$ cat src/rtl/serial_adder.sv
// Digit-serial adder/subtractor: DIGIT bits per clock, LSB first, registered carry between digits.
// Define SERIAL_ADDER_OVF_EN to build the two's-complement overflow flag; otherwise ovf is tied low.
module serial_adder #(
  parameter int WIDTH = 8,
  parameter int DIGIT = 1
) (
  input  logic             clk,
  input  logic             rst,
  input  logic             start,
  input  logic             sub,
  input  logic [WIDTH-1:0] a,
  input  logic [WIDTH-1:0] b,
  input  logic             ci,
  output logic             busy,
  output logic             done,
  output logic [WIDTH-1:0] sum,
  output logic             co,
  output logic             ovf
);

  localparam int STEPS = WIDTH / DIGIT;
  localparam int CNT_W = (STEPS > 1) ? $clog2(STEPS) : 1;
  localparam logic [CNT_W-1:0] LAST = CNT_W'(STEPS - 1);

  typedef enum logic [1:0] {IDLE = 2'd0, RUN = 2'd1, DONE = 2'd2} state_t;

  state_t           state_q, state_d;
  logic [WIDTH-1:0] a_q, a_d, b_q, b_d, res_q, res_d, sum_q, sum_d;
  logic [CNT_W-1:0] cnt_q, cnt_d;
  logic             carry_q, carry_d, co_q, co_d;
  logic [DIGIT:0]   dig;

  // Ripple of DIGIT full-adder cells; returns {carry out, digit sum}.
  function automatic logic [DIGIT:0] digit_add(input logic [DIGIT-1:0] x, input logic [DIGIT-1:0] y,
                                               input logic c);
    logic [DIGIT-1:0] s;
    logic             cr;
    cr = c;
    for (int i = 0; i < DIGIT; i++) begin
      s[i] = x[i] ^ y[i] ^ cr;
      cr   = (x[i] & y[i]) | (cr & (x[i] ^ y[i]));
    end
    return {cr, s};
  endfunction

  assign dig = digit_add(a_q[DIGIT-1:0], b_q[DIGIT-1:0], carry_q);

`ifdef SERIAL_ADDER_OVF_EN
  logic ovf_q, ovf_d, cmsb;

  // Carry into the top cell of the digit, i.e. into bit WIDTH-1 on the last step.
  function automatic logic msb_carry_in(input logic [DIGIT-1:0] x, input logic [DIGIT-1:0] y,
                                        input logic c);
    logic cr;
    cr = c;
    for (int i = 0; i < DIGIT - 1; i++) cr = (x[i] & y[i]) | (cr & (x[i] ^ y[i]));
    return cr;
  endfunction

  assign cmsb = msb_carry_in(a_q[DIGIT-1:0], b_q[DIGIT-1:0], carry_q);
`endif

  always_comb begin
    state_d = state_q;
    a_d     = a_q;
    b_d     = b_q;
    res_d   = res_q;
    cnt_d   = cnt_q;
    carry_d = carry_q;
    sum_d   = sum_q;
    co_d    = co_q;
`ifdef SERIAL_ADDER_OVF_EN
    ovf_d   = ovf_q;
`endif
    case (state_q)
      // A start seen during DONE is taken at the edge that ends DONE, giving STEPS+1 spacing.
      IDLE, DONE: begin
        state_d = IDLE;
        if (start) begin
          a_d     = a;
          b_d     = b ^ {WIDTH{sub}};
          carry_d = ci;
          cnt_d   = '0;
          state_d = RUN;
        end
      end
      RUN: begin
        a_d     = WIDTH'({{DIGIT{1'b0}}, a_q} >> DIGIT);
        b_d     = WIDTH'({{DIGIT{1'b0}}, b_q} >> DIGIT);
        res_d   = WIDTH'({dig[DIGIT-1:0], res_q} >> DIGIT);
        carry_d = dig[DIGIT];
        cnt_d   = cnt_q + 1'b1;
        if (cnt_q == LAST) begin
          sum_d   = res_d;
          co_d    = dig[DIGIT];
`ifdef SERIAL_ADDER_OVF_EN
          ovf_d   = cmsb ^ dig[DIGIT];
`endif
          state_d = DONE;
        end
      end
      default: state_d = IDLE;
    endcase
  end

  always_ff @(posedge clk) begin
    if (rst) begin
      state_q <= IDLE;
      cnt_q   <= '0;
      carry_q <= 1'b0;
      sum_q   <= '0;
      co_q    <= 1'b0;
    end else begin
      state_q <= state_d;
      cnt_q   <= cnt_d;
      carry_q <= carry_d;
      sum_q   <= sum_d;
      co_q    <= co_d;
    end
  end

  // Operand and shift registers carry no reset; they are always reloaded on accept.
  always_ff @(posedge clk) begin
    a_q   <= a_d;
    b_q   <= b_d;
    res_q <= res_d;
  end

`ifdef SERIAL_ADDER_OVF_EN
  always_ff @(posedge clk) begin
    if (rst) ovf_q <= 1'b0;
    else     ovf_q <= ovf_d;
  end
  assign ovf = ovf_q;
`else
  assign ovf = 1'b0;
`endif

  assign busy = (state_q == RUN);
  assign done = (state_q == DONE);
  assign sum  = sum_q;
  assign co   = co_q;

endmodule

$ cat config.mk
export PLATFORM = sky130hd
export DESIGN_NAME = serial_adder
export DESIGN_NICKNAME = d
export VERILOG_FILES = /design/src/rtl/serial_adder.sv
export SDC_FILE = /design/constraint.sdc
export NUM_CORES = 1
export LEC_CHECK = 0
export BUFFER_PORTS_ARGS = -buffer_cell sky130_fd_sc_hd__buf_2
export CAP_MARGIN = 30
export CORE_ASPECT_RATIO = 1.25
export CORE_UTILIZATION = 50
export DETAILED_ROUTE_END_ITERATION = 7
export PLACE_DENSITY_LB_ADDON = 0.25
export SLEW_MARGIN = 20
export SYNTH_ARGS = -nofsm -noshare
export SYNTH_HDL_FRONTEND = slang
export SYNTH_SLANG_ARGS = --single-unit
export TNS_END_PERCENT = 30
$ cat constraint.sdc
create_clock -name clk -period 2.1 [get_ports clk]
set_input_delay 0.21 -clock clk [delete_from_list [all_inputs] [get_ports clk]]
set_output_delay 0.21 -clock clk [all_outputs]
set_load 0.01 [all_outputs]
==> metrics.csv <==
metric,value,unit
status,"finished, final reports clean",
grt_overflow_total,0,
diodes,0,
clk_latency,0.33,ns
io_pins,33,
r2r_cells,5,
pwr-share-seq,64.8,%
antenna_found_initial,0,
synth_top_area_share,43.4,%
p_leak,0.703,nW
yosysWarnings,0,
num_vias,1060,
cts_resized,0,
timing.fmax,594,MHz
worstSetupStartpointType,flip-flop,
setup_ws,0.417,ns
cts.root.buffer_cell,clkbuf_4,
grt_pass1_wl,4.35,mm
critical_path.cell_chain,nand2b_4 -> clkinv_4 -> buf_2,
hpwl,1.72,mm
ir_worst_vdd,575,µV
avgSynthCellArea,11.0,µm²
cts_tree,built,
ys_seq_elements,38,
instances_no_fill,211,
fp.dieArea,3410,µm²
htreeDepth,2,
dpl_worst_slack,0.421,ns
synth_nets,168,
fin_worst_skew,0.00558,ns
synthTopCellsByArea,"edfxtp_1, dfxtp_1, nand2_1",
wl_per_cell,11.8,µm
dpl_cell_area,1740,µm²
pwr_density_cell,771,nW/µm²
viasPerCell,5.02,
initial_core_util,53.5,%
gp_congestion,0.674,
met2_usage,29.0,%
timing.hold.ws,0.143,ns
grt_pass1_vias,1022,
cts.sinks,38,
busiest_layer,met2,
drive_above_1_share,25.1,%
finalCriticalPeriod,1.68,ns
syn_to_final_growth,12.3,%
tightestPinTransition,0.655,ns
cts-buffers-inserted,5,
clockPowerShare,24.9,%
utilization,60.1,%
synth_top_cell_by_area,edfxtp_1,
setup_tns,0,ns
power.internal,1.06,mW
routed_wl,2.50,mm
clockBufferDepth,2,
total_power,1.38,mW
slowest_delay,0.36,ns
drtIter0Drc,31,
dieHeight,65.1,µm
maxSlewViolCount,0,
rsz0062_at_grt,no,
timing.slew.headroom,56.2,%
synth_cell_types,27,
ys_seq_area_share,62.3,%
worst_setup_path_end_kind,output pin,
worstPathMaxFanout,43,
ant_nets,0,
max_cap_violations,0,
design_area,1790,µm²
holdPathStages,3,
crit_arrival,1.47,ns
final_common_cell,nand2_1,
place_inst,203,
ctsHoldBuffers,0,
grt.total_usage,17.7,%
num_rows,22,
p_switching,321,µW
met1_usage,20.0,%
fin_nets,198,
power_frac_comb,10.3,%
grtUsageMet3,6.34,%
critPathKind,reg -> out,
setup_viol,0,
drtPass1Iterations,4,
nFillCells,264,
layout_common_cells,"nand2_1, buf_2, edfxtp_1",
cts_setup_buffers,0,
synthesis.area,1590,µm²
io_buffers,31,
coreArea,2970,µm²
clk_transition_reported_paths,0.10,ns
die_w,52.4,µm
hold_violations,0,
syn-instance-count,144,
hold_class,in -> reg,
period_share,80.1,%
grt_max_degree,44,
slowest_stage,dfxtp_1,
route.detailed.drc,0,
swShare,23.3,%
critPathRequiredTime,1.89,ns
final cells by class:
type | instances | area, µm² | area share, %
Multi-Input combinational cell | 97 | 537 | 30.1
Tap cell | 36 | 45.0 | 2.52
Clock buffer | 8 | 48.8 | 2.73
Inverter | 1 | 8.76 | 0.491
Timing Repair Buffer | 31 | 155 | 8.69
Sequential cell | 38 | 991 | 55.5
metal layers:
| layer | share of wire, % | vias up |
|---|---|---|
| li1 | - | 544 |
| met1 | 42 | 476 |
| met2 | 51 | 36 |
| met3 | 5.5 | 4 |
| met4 | 1.4 | 0 |
| met5 | 0 | - |
synthesized netlist by cell type:
cell type / number
clkbuf_2: 1
conb_1: 1
fa_1: 1
nand3_1: 7
xnor2_1: 8
and2_1: 1
nor2_1: 4
nand2b_2: 1
clkbuf_1: 1
a21oi_1: 12
o21ai_0: 5
nand2b_1: 1
buf_2: 3
nand2b_4: 1
buf_6: 2
clkinv_4: 1
o21ai_1: 2
dfxtp_1: 15
o21a_1: 1
a311oi_1: 1
buf_4: 1
nand2_1: 42
ha_1: 2
nor2b_1: 1
edfxtp_1: 23
nand3b_1: 1
nand3_2: 5
sequential cells by signal, summed over array words and instances (netlist names):
| register | cells |
|---|---|
| a_q | 8 |
| b_q | 8 |
| carry_q | 1 |
| cnt_q | 3 |
| co | 1 |
| res_q | 7 |
| state_q | 2 |
| sum | 8 |
power by group through the flow:
stage                     logic, mW  clock network [mW]  registers (mW)
after global placement        0.140                   0           0.905
after global routing          0.165               0.391           0.898
after CTS                     0.145               0.362           0.891
after detailed placement      0.145                   0           0.908
final                         0.142               0.342           0.891
after floorplan               0.112                   0           0.899
final timing paths:
kind / startpoint / to / slack [ns]
worst max-delay path: state_q[1] / busy / 0.42
worst min-delay path: a[1] / a_q[1] / 0.14
worst min register to register: sum[0] / sum[0] / 0.46
worst max register to register: cnt_q[0] / sum[2] / 0.42
cells by family (layout without fill, tap and decap cells):
group / Yosys count / after routing / synth area share (%)
AND/OR/NAND/NOR: 64 / 64 / 19.3
flip-flops: 38 / 38 / 62.3
AO/OA/AOI/OAI: 21 / 21 / 7.00
buffers and inverters: 9 / 40 / 3.93
XOR/XNOR: 8 / 8 / 4.41
adder cells (fa/ha/maj): 3 / 3 / 2.83
other: 1 / 1 / 0.236
worst max-delay path: cells and delay by family (launching register included):
family,cells,cell delay [ns]
flip-flops,1,0.36
AND/OR/NAND/NOR,1,0.24
buffers and inverters,2,0.53
Note: power is estimated with default switching activity, not from simulation.
